[config.mk]
export PLATFORM = sky130hd
export DESIGN_NAME = adc_capture_ctrl
export DESIGN_NICKNAME = d
export VERILOG_FILES = /design/src/rtl/adc_pkg.sv /design/src/rtl/adc_trig_detect.sv /design/src/rtl/adc_capture_ctrl.sv
export SDC_FILE = /design/constraint.sdc
export NUM_CORES = 1
export LEC_CHECK = 0
export CORE_ASPECT_RATIO = 0.75
export CORE_MARGIN = 3
export CORE_UTILIZATION = 59
export DETAILED_ROUTE_END_ITERATION = 8
export PLACE_DENSITY = 0.87
export SYNTH_ARGS = -nofsm -noshare
export SYNTH_HDL_FRONTEND = slang
export SYNTH_SLANG_ARGS = --single-unit
[constraint.sdc]
create_clock -name adc_clk -period 11 [get_ports adc_clk]
set_clock_uncertainty 0.15 [all_clocks]
set_input_delay 3.3 -clock adc_clk [delete_from_list [all_inputs] [get_ports adc_clk]]
set_output_delay 3.3 -clock adc_clk [all_outputs]
set_load 0.005 [all_outputs]
[src/rtl/adc_pkg.sv]
// Shared definitions for the ADC acquisition path: FSM state encoding,
// trigger mode encodings and the sample/frame defaults used by the FIFO
// wrapper and the FFT-side reader.
package adc_pkg;

    localparam int ADC_DATA_W    = 12;
    localparam int ADC_FRAME_LEN = 2048;

    // Encoded values are exported on the debug state port.
    typedef enum logic [2:0] {
        ST_IDLE      = 3'd0,
        ST_WAIT_TRIG = 3'd1,
        ST_CAPTURE   = 3'd2,
        ST_HANDOFF   = 3'd3
    } adc_state_e;

    typedef enum logic [1:0] {
        TRIG_FREE = 2'b00,
        TRIG_RISE = 2'b01,
        TRIG_FALL = 2'b10,
        TRIG_AUTO = 2'b11
    } trig_mode_e;

endpackage

[src/rtl/adc_trig_detect.sv]
// Level trigger with hysteresis. The detector must first see the stream on
// the far side of the hysteresis band (armed) before a crossing of the level
// fires, so a stream that is already past the level never triggers.
module adc_trig_detect
    import adc_pkg::*;
#(
    parameter int DATA_W = ADC_DATA_W
) (
    input  logic              adc_clk,
    input  logic              rst,
    input  logic [DATA_W-1:0] sample,
    input  trig_mode_e        mode,
    input  logic [DATA_W-1:0] level,
    input  logic [DATA_W-1:0] hyst,
    input  logic              clear,
    output logic              fire
);

    logic              armed_q;
    logic              armed_d;
    logic [DATA_W-1:0] lo_thr;
    logic [DATA_W-1:0] hi_thr;
    logic [DATA_W:0]   hi_sum;
    logic              rise_mode;
    logic              fall_mode;
    logic              arm_cond;
    logic              fire_cond;

    // Saturating thresholds, arm/fire compares and next armed state.
    always_comb begin
        // NOTE: every variable gets a value on every path through this block
        // (defaults first), otherwise synthesis infers a latch.
        armed_d   = armed_q;
        lo_thr    = (hyst > level) ? '0 : level - hyst;
        hi_sum    = {1'b0, level} + {1'b0, hyst};
        hi_thr    = hi_sum[DATA_W] ? '1 : hi_sum[DATA_W-1:0];
        rise_mode = (mode == TRIG_RISE) || (mode == TRIG_AUTO);
        fall_mode = (mode == TRIG_FALL);
        arm_cond  = (rise_mode && (sample < lo_thr)) || (fall_mode && (sample > hi_thr));
        fire_cond = (rise_mode && (sample >= level)) || (fall_mode && (sample <= level));
        fire      = !clear && armed_q && fire_cond;
        if (clear || fire) begin
            armed_d = 1'b0;
        end else if (arm_cond) begin
            armed_d = 1'b1;
        end
    end

    // Armed flag register.
    always_ff @(posedge adc_clk or negedge rst) begin
        // NOTE: state flops use non-blocking assignments so every flop samples
        // pre-edge values regardless of statement order.
        if (!rst) begin
            armed_q <= 1'b0;
        end else begin
            armed_q <= armed_d;
        end
    end

endmodule

[src/rtl/adc_capture_ctrl.sv]
// Capture sequencer: arm on start, wait for a level trigger (or timeout),
// write one decimated frame into the clock-crossing FIFO, then hold until
// the reader toggles its acknowledge.
module adc_capture_ctrl
    import adc_pkg::*;
#(
    parameter int DATA_W    = ADC_DATA_W,
    parameter int FRAME_LEN = ADC_FRAME_LEN,
    parameter int DECIM_W   = 8,
    parameter int TMO_W     = 24
) (
    input  logic               adc_clk,
    input  logic               rst,
    input  logic [DATA_W-1:0]  adc_in,
    input  logic               start,
    input  logic               abort,
    input  logic               cont,
    input  logic [DECIM_W-1:0] decim,
    input  logic [1:0]         trig_mode,
    input  logic [DATA_W-1:0]  trig_level,
    input  logic [DATA_W-1:0]  trig_hyst,
    input  logic [TMO_W-1:0]   trig_timeout,
    input  logic               fifo_full,
    input  logic               frame_ack_tgl,
    output logic               wr_en,
    output logic [DATA_W-1:0]  wr_data,
    output logic               frame_ready,
    output logic               busy,
    output logic [2:0]         state,
    output logic               forced_trig,
    output logic               overflow
);

    localparam int              CNT_W      = $clog2(FRAME_LEN) + 1;
    localparam logic [CNT_W-1:0] FRAME_LAST = CNT_W'(FRAME_LEN);

    adc_state_e         state_q, state_d;
    logic               wr_en_q, wr_en_d;
    logic [DATA_W-1:0]  wr_data_q, wr_data_d;
    logic               overflow_q, overflow_d;
    logic               frame_ready_q, frame_ready_d;
    logic [DECIM_W-1:0] decim_cnt_q, decim_cnt_d;
    logic [CNT_W-1:0]   samp_cnt_q, samp_cnt_d;
    logic [TMO_W-1:0]   tmo_cnt_q, tmo_cnt_d;
    logic               ack_s1_q, ack_s2_q, ack_s3_q;

    trig_mode_e         mode;
    logic               trig_fire;
    logic               det_clear;
    logic               tmo_hit;
    logic               ack_edge;
    logic               write_slot;
    logic [DECIM_W-1:0] decim_max;
    logic [DECIM_W-1:0] decim_cur;
    logic [CNT_W-1:0]   samp_cur;

    assign mode      = trig_mode_e'(trig_mode);
    // Holding the detector cleared outside WAIT_TRIG drops the armed flag
    // on every entry into WAIT_TRIG.
    assign det_clear = (state_q != ST_WAIT_TRIG);
    assign tmo_hit   = (mode == TRIG_AUTO) && (tmo_cnt_q == trig_timeout);
    assign ack_edge  = ack_s2_q ^ ack_s3_q;
    assign decim_max = (decim == '0) ? '0 : decim - DECIM_W'(1);

    adc_trig_detect #(
        .DATA_W (DATA_W)
    ) u_trig_detect (
        .adc_clk (adc_clk),
        .rst     (rst),
        .sample  (adc_in),
        .mode    (mode),
        .level   (trig_level),
        .hyst    (trig_hyst),
        .clear   (det_clear),
        .fire    (trig_fire)
    );

    // Next-state, write-slot and counter logic for the capture FSM.
    always_comb begin
        state_d     = state_q;
        wr_en_d     = 1'b0;
        wr_data_d   = adc_in;
        overflow_d  = overflow_q;
        decim_cnt_d = decim_cnt_q;
        samp_cnt_d  = samp_cnt_q;
        tmo_cnt_d   = '0;
        write_slot  = 1'b0;
        decim_cur   = decim_cnt_q;
        samp_cur    = samp_cnt_q;
        forced_trig = 1'b0;

        case (state_q)
            ST_IDLE: begin
                if (start) begin
                    state_d    = ST_WAIT_TRIG;
                    overflow_d = 1'b0;
                end
            end
            ST_WAIT_TRIG: begin
                tmo_cnt_d = tmo_cnt_q + TMO_W'(1);
                // The trigger sample is the first write of the frame, so the
                // trigger cycle is itself write slot 0 of the capture.
                decim_cur = '0;
                samp_cur  = '0;
                if ((mode == TRIG_FREE) || trig_fire) begin
                    write_slot = 1'b1;
                end else if (tmo_hit) begin
                    write_slot  = 1'b1;
                    forced_trig = 1'b1;
                end
            end
            ST_CAPTURE: begin
                write_slot = (decim_cnt_q == '0);
            end
            ST_HANDOFF: begin
                if (ack_edge) begin
                    state_d = cont ? ST_WAIT_TRIG : ST_IDLE;
                end
            end
            default: begin
                state_d = ST_IDLE;
            end
        endcase

        if ((state_q == ST_CAPTURE) || write_slot) begin
            decim_cnt_d = (decim_cur == decim_max) ? '0 : decim_cur + DECIM_W'(1);
        end

        if (write_slot) begin
            if (fifo_full) begin
                // Truncate the frame rather than drop samples mid-frame.
                overflow_d = 1'b1;
                state_d    = ST_HANDOFF;
            end else begin
                wr_en_d    = 1'b1;
                samp_cnt_d = samp_cur + CNT_W'(1);
                state_d    = (samp_cnt_d == FRAME_LAST) ? ST_HANDOFF : ST_CAPTURE;
            end
        end

        if (abort) begin
            state_d     = ST_IDLE;
            wr_en_d     = 1'b0;
            overflow_d  = overflow_q;
            forced_trig = 1'b0;
        end

        // Low on the HANDOFF entry edge that carries the final write, so the
        // reader never sees ready before the last sample is in the FIFO.
        frame_ready_d = (state_d == ST_HANDOFF) && !wr_en_d;
    end

    // FSM state, write port and counter registers.
    always_ff @(posedge adc_clk or negedge rst) begin
        if (!rst) begin
            state_q       <= ST_IDLE;
            wr_en_q       <= 1'b0;
            wr_data_q     <= '0;
            overflow_q    <= 1'b0;
            frame_ready_q <= 1'b0;
            decim_cnt_q   <= '0;
            samp_cnt_q    <= '0;
            tmo_cnt_q     <= '0;
        end else begin
            state_q       <= state_d;
            wr_en_q       <= wr_en_d;
            wr_data_q     <= wr_data_d;
            overflow_q    <= overflow_d;
            frame_ready_q <= frame_ready_d;
            decim_cnt_q   <= decim_cnt_d;
            samp_cnt_q    <= samp_cnt_d;
            tmo_cnt_q     <= tmo_cnt_d;
        end
    end

    // Two-flop synchronizer for the reader toggle plus the edge-detect flop;
    // it tracks the level in every state so stale toggles are absorbed.
    always_ff @(posedge adc_clk or negedge rst) begin
        if (!rst) begin
            ack_s1_q <= 1'b0;
            ack_s2_q <= 1'b0;
            ack_s3_q <= 1'b0;
        end else begin
            ack_s1_q <= frame_ack_tgl;
            ack_s2_q <= ack_s1_q;
            ack_s3_q <= ack_s2_q;
        end
    end

    // Abort gates the registered strobe so the FIFO sees no write in the
    // abort cycle itself.
    assign wr_en       = wr_en_q && !abort;
    assign wr_data     = wr_data_q;
    assign frame_ready = frame_ready_q;
    assign busy        = (state_q != ST_IDLE);
    assign state       = state_q;
    assign overflow    = overflow_q;

endmodule

==> results of run 1 <==
## how the worst max path moves through the flow
stage | from | endpoint | slack [ps] | cells past startpoint
after global routing | trig_level[10] | forced_trig | 1160 | 10
after CTS | adc_in[10] | forced_trig | 1320 | 9
final | adc_in[10] | forced_trig | 1270 | 9
after floorplan | trig_level[10] | forced_trig | 2680 | 8
after detailed placement | adc_in[10] | forced_trig | 1320 | 9
after global placement | trig_level[10] | forced_trig | 1410 | 10
## routing by layer
metal  vias up  share of wire [%]  routed length, um  global-route usage, %
met5         -                  0                  0                      0
met4         0                1.5                244                  7.453
met3        29                7.9               1265                  5.302
met2       255                 48               7626                  48.17
met1      2708                 43               6792                  39.49
li1       2636                  -                  -                      -
## cells in the final DEF, fill, tap and decap left out, types with 5 or more instances in the layout
master,Yosys,layout
a21o_1,11,11
a21oi_1,47,47
a31oi_1,5,5
and2_1,7,7
and3_1,9,9
clkbuf_16,0,9
clkdlybuf4s50_1,0,95
dfrtp_1,66,66
ha_1,63,63
inv_1,50,50
nand2_1,53,53
nand2b_1,7,7
nand3_1,23,23
nand3b_1,5,5
nand4_1,23,23
nand4b_1,5,5
nor2_1,59,59
nor2b_1,12,12
nor3_1,14,14
nor4_1,10,10
o211ai_1,5,5
o21a_1,5,5
o21ai_0,24,24
o21ai_1,6,6
or3_1,9,9
xnor2_1,31,31
xor2_1,32,32
## power groups by stage
| stage | combinational, mW | clock, mW | sequential (mW) |
|---|---|---|---|
| after floorplan | 0.137 | 0 | 0.266 |
| after global placement | 0.211 | 0 | 0.269 |
| after detailed placement | 0.220 | 0 | 0.270 |
| after CTS | 0.222 | 0.269 | 0.266 |
| after global routing | 0.250 | 0.280 | 0.267 |
| final | 0.225 | 0.268 | 0.266 |
## cell families after synthesis
| kind of cell | Yosys count | share of synthesized area (%) |
|---|---|---|
| AO/OA/AOI/OAI | 150 | 17.43 |
| flip-flops | 66 | 28.20 |
| adder cells (fa/ha/maj) | 65 | 14.14 |
| buffers and inverters | 73 | 5.191 |
| AND/OR/NAND/NOR | 263 | 24.46 |
| XOR/XNOR | 63 | 9.421 |
| multiplexers | 6 | 1.089 |
| other | 1 | 0.06403 |
## stage by stage
stage	total power, mW	instance area, sq um
final	0.7584	7156
after detailed placement	0.4893	6884
after floorplan	0.4028	5857
after global placement	0.4800	6884
after CTS	0.7562	7156
after global routing	0.7972	7156
## state kept, by name, indices dropped and copies added, names as in the netlist
signal,cells
ack_s2_q,1
frame_ready,1
samp_cnt_q,12
state,3
ack_s1_q,1
overflow,1
wr_data,12
decim_cnt_q,8
u_trig_detect.armed_q,1
ack_s3_q,1
wr_en_q,1
tmo_cnt_q,24
## cell type report
class                      instances  area (sq um)
timing repair buffer              99         978.4
tap                              128         160.2
clock buffer                      10         229.0
clock inverter                     6         42.54
inverter                          50         187.7
fill                             637          2191
multi-input combinational        548          3906
sequential                        66          1652
==> qor.csv, run 1 <==
stage,metric,value,unit
timing,fin crit share,88.49,%
power_and_ir_drop,P_leak,3.107,nW
floorplanning,effective utilization at floorplan,62.66,%
timing,WHS,219.6,ps
timing,relative slew slack,36.80,%
floorplanning,Die Area,11170,sq um
clocking,"Reg clk slew, reported paths",60,ps
setup_path,Critical Path RT,7550,ps
logic_synthesis,Synth area leaders,"dfrtp_1 28%, ha_1 13%, xor2_1 4.8%",
logic_synthesis,Mapped Cells,687,
flow_run,maxcap violations,0,
logic_synthesis,"Top FF cell, synth",dfrtp_1,
clocking,Num CTS Buffers,9,
hold_path,Hold Path Depth,0,
clocking,Post-CTS Setup Repair Bufs,0,
status,outcome,finished clean,
setup_path,ordered cell list for the critical path,clkdlybuf4s50_1 -> ha_1 -> nand4_1 -> or3_1 -> a21o_1 -> nand4_1 -> nand3b_1 -> nor4bb_1 -> clkdlybuf4s50_1,
clocking,cts-stage hold buffer count,0,
global_route,number of global-route vias before repair,5676,
finish,share of layout cells above drive strength 1,5.777,%
power_and_ir_drop,Int Pwr,0.5104,mW
timing,final worst setup slack,1266,ps
timing,f_max,102.7,MHz
hold_path,Min-Delay Startpoint,ack_s1_q,
power_and_ir_drop,clock power share,35.3,%
routing,via count of the routed design,5628,
logic_synthesis,Yosys reg bits,66,
timing,min Tclk post-route,9734,ps
floorplanning,DIE WIDTH,121.0,um
placement,PortBufs,96,
routing,Vias/cell,6.205,
logic_synthesis,most common cell in the synthesized netlist,dfrtp_1,
power_and_ir_drop,Pwr Density,106.0,nW/um^2
logic_synthesis,number of enable flip-flop cells after synthesis,0,
setup_path,"slowest stage delay, CP",560,ps
clocking,CTS tree,done,
placement,Final Wtd Congestion,0.9783,
floorplanning,Ports,97,
finish,antenna cell count,0,
timing,"Setup violations, final",0,
routing,Routed Antenna Nets,0,
setup_path,Setup crit end kind,output port,
placement,placed insts,891,
floorplanning,die height,92.29,um
global_route,Overflow after GRT,0,
global_route,initial antenna violation count,0,
clocking,# resized after CTS,0,
timing,RSZ-0062 raised after global routing,no,
setup_path,kind of critical path,input pin to output port,
routing,Initial DRC Count,511,
global_route,first-pass GRT wire length,26610,um
routing,First-pass DRT Iterations,5,
setup_path,CP startpoint kind,input pin,
clocking,Clock Tree Buf Depth,2,
setup_path,"CP delay by family, top",simple AND/OR/NAND/NOR gates,
logic_synthesis,mapped cell area,5857,sq um
clocking,clk sink count,66,
logic_synthesis,sequential share of the synthesized area,28.20,%
logic_synthesis,cell taking the most area after synthesis,dfrtp_1,
clocking,Clk Tree Root Cell,clkbuf_16,
setup_path,peak fanout along the critical path,4,
power_and_ir_drop,VDD IR max,0.00008464,V
finish,P&R area growth vs syn,22.17,%
power_and_ir_drop,combinational share of power,29.7,%
finish,fin util,76.56,%
power_and_ir_drop,sequential share of power,35.0,%
global_route,largest net degree at the start of global routing,67,
logic_synthesis,synth cell count leaders,"66 x dfrtp_1, 63 x ha_1, 59 x nor2_1, 53 x nand2_1, 50 x inv_1",
setup_path,Slowest cell on crit path,clkdlybuf4s50_1,
logic_synthesis,Synth warnings,0,
timing,Least-Margin Pin Slew,946.1,ps
setup_path,crit path DAT,6280,ps
hold_path,Hold EP,ack_s2_q,
global_route,Total GRT Usage,29.14,%
timing,Final Hold Fails,0,
clocking,clock latency on the worst-skew pair,340,ps
setup_path,Register-to-Register Path Depth,10,
setup_path,crit path buf inv count,2,
setup_path,register-to-register setup slack,7850,ps
clocking,CTS H-tree depth,3,
finish,NumNets Final,916,
logic_synthesis,share of the synthesized area in the top cell type,28.20,%
power_and_ir_drop,Switch Pwr,0.2479,mW
logic_synthesis,Mapped Nets,829,
logic_synthesis,syn_area_per_cell,8.525,sq um
routing,drt wl/cell,17.56,um
setup_path,FF-to-FF Start,state[2],
floorplanning,core footprint,9346,sq um
logic_synthesis,post-synth cell types,79,
power_and_ir_drop,switching part of the total,32.70,%
timing,max-slew violations,0,
routing,Routed WL,15930,um
timing,Setup TNS,0,ps
placement,pre-CTS setup slack,1324,ps
routing,drt drc,0,
logic_synthesis,fraction of registers with async set/reset,100.0,%
placement,detailed placement HPWL,12170,um
hold_path,worst min path class,flip-flop to flip-flop,
finish,Final Non-Filler Cells,907,
setup_path,RR Endpoint,state[0],
floorplanning,# rows,30,
(Power assumes the default switching activity.)
==> run 2: changes to the inputs <==
--- a/config.mk
+++ b/config.mk
@@ -8,6 +8,7 @@
 export CORE_ASPECT_RATIO = 0.75
 export CORE_MARGIN = 3
 export CORE_UTILIZATION = 59
+export CTS_BUF_LIST = sky130_fd_sc_hd__clkbuf_16
 export DETAILED_ROUTE_END_ITERATION = 8
 export PLACE_DENSITY = 0.87
 export SYNTH_ARGS = -nofsm -noshare
==> qor.csv, run 2 (synthesized netlist as in run 1, its figures left out) <==
stage,metric,value,unit
clocking,CTS H-tree depth,3,
finish,Top reg by flops,tmo_cnt_q,
routing,Routed Antenna Nets,0,
power_and_ir_drop,Pwr Density,106.0,nW/um^2
power_and_ir_drop,VDD IR max,0.00008474,V
timing,"Setup violations, final",0,
timing,Setup TNS,0,ps
finish,P&R area growth vs syn,22.17,%
timing,relative slew slack,36.82,%
setup_path,"slowest stage delay, CP",560,ps
routing,First-pass DRT Iterations,6,
clocking,Clock Tree Buf Depth,2,
clocking,clk sink count,66,
placement,PortBufs,96,
finish,share of layout cells above drive strength 1,5.777,%
floorplanning,# rows,30,
floorplanning,effective utilization at floorplan,62.66,%
clocking,Clk Tree Root Cell,clkbuf_16,
setup_path,Critical Path RT,7550,ps
timing,max-slew violations,0,
setup_path,CP startpoint kind,input pin,
timing,Least-Margin Pin Slew,945.8,ps
timing,min Tclk post-route,9737,ps
clocking,cts-stage hold buffer count,0,
placement,detailed placement HPWL,12170,um
finish,NumNets Final,916,
setup_path,crit path DAT,6290,ps
routing,via count of the routed design,5628,
routing,Vias/cell,6.205,
finish,"commonest non-fill, non-tap cell in the layout",clkdlybuf4s50_1,
global_route,initial antenna violation count,0,
setup_path,Setup crit end kind,output port,
routing,drt wl/cell,17.55,um
power_and_ir_drop,Tot Pwr,0.7583,mW
setup_path,Slowest cell on crit path,clkdlybuf4s50_1,
clocking,Num CTS Buffers,9,
finish,Finished Cell Area,7156,sq um
setup_path,ordered cell list for the critical path,clkdlybuf4s50_1 -> ha_1 -> nand4_1 -> or3_1 -> a21o_1 -> nand4_1 -> nand3b_1 -> nor4bb_1 -> clkdlybuf4s50_1,
floorplanning,Ports,97,
clocking,clock latency on the worst-skew pair,340,ps
timing,f_max,102.7,MHz
floorplanning,Die Area,11170,sq um
timing,fin crit share,88.52,%
clocking,"Reg clk slew, reported paths",60,ps
routing,drt drc,0,
global_route,largest net degree at the start of global routing,67,
setup_path,peak fanout along the critical path,4,
global_route,Overflow after GRT,0,
global_route,first-pass GRT wire length,26610,um
timing,final worst setup slack,1263,ps
finish,antenna cell count,0,
global_route,Total GRT Usage,29.14,%
floorplanning,die height,92.29,um
routing,Routed WL,15920,um
finish,most frequent cells in the layout,"95 x clkdlybuf4s50_1, 66 x dfrtp_1, 63 x ha_1",
placement,Final Wtd Congestion,0.9783,
status,outcome,finished clean,
clocking,Post-CTS Setup Repair Bufs,0,
placement,placed instance area,6884,sq um
global_route,number of global-route vias before repair,5676,
setup_path,kind of critical path,input pin to output port,
timing,RSZ-0062 raised after global routing,no,
finish,max reg flops,24,
timing,Final Hold Fails,0,
hold_path,worst min path class,flip-flop to flip-flop,
placement,pre-CTS setup slack,1324,ps
clocking,# resized after CTS,0,
routing,Initial DRC Count,510,
clocking,CTS tree,done,
floorplanning,DIE WIDTH,121.0,um
flow_run,maxcap violations,0,
power_and_ir_drop,P_leak,3.111,nW
floorplanning,core footprint,9346,sq um
-- run 2: layer usage --
| layer | vias to the layer above | share of wire (%) | global-route usage, % |
|---|---|---|---|
| li1 | 2637 | - | - |
| met1 | 2711 | 43 | 39.49 |
| met2 | 252 | 48 | 48.17 |
| met3 | 28 | 7.6 | 5.302 |
| met4 | 0 | 1.5 | 7.453 |
| met5 | - | 0 | 0 |
-- run 2: final timing paths --
path	start	cells past startpoint	to	slack [ps]
max	adc_in[10]	9	forced_trig	1260
min	ack_s1_q	0	ack_s2_q	220
max reg2reg	state[0]	10	state[0]	7850
min reg2reg	ack_s1_q	0	ack_s2_q	220
max in group asynchronous	rst	2	tmo_cnt_q[20]	7110
min in group asynchronous	rst	2	wr_data[3]	3010
-- run 2: through the flow --
| step | std cells | hold slack, ps | util, % |
|---|---|---|---|
| after global placement | 891 | 181.8 | 73.65 |
| after CTS | 907 | 224.6 | 76.56 |
| final | 907 | 221.5 | 76.56 |
| after detailed placement | 891 | 211.5 | 73.65 |
| after global routing | 907 | 225.9 | 76.56 |
| after floorplan | 687 | 181.2 | - |
-- run 2: worst max-delay path, delay by kind of cell --
family                   cells  cell delay, ps
buffers and inverters        2            1070
adder cells (fa/ha/maj)      1             380
AO/OA/AOI/OAI                1             200
AND/OR/NAND/NOR              5            1330
-- run 2: area by class of cell --
type	instances	area (sq um)
multi-input combinational	548	3906
tap	128	160.2
inverter	50	187.7
sequential	66	1652
clock inverter	7	46.29
fill	637	2191
clock buffer	9	225.2
timing repair buffer	99	978.4
-- run 2: report_power, final --
| part | internal (mW) | leakage, nW | switching, mW |
|---|---|---|---|
| sequential | 0.253 | 0.859 | 0.0128 |
| combinational | 0.104 | 2.12 | 0.121 |
| clock | 0.152 | 0.133 | 0.115 |
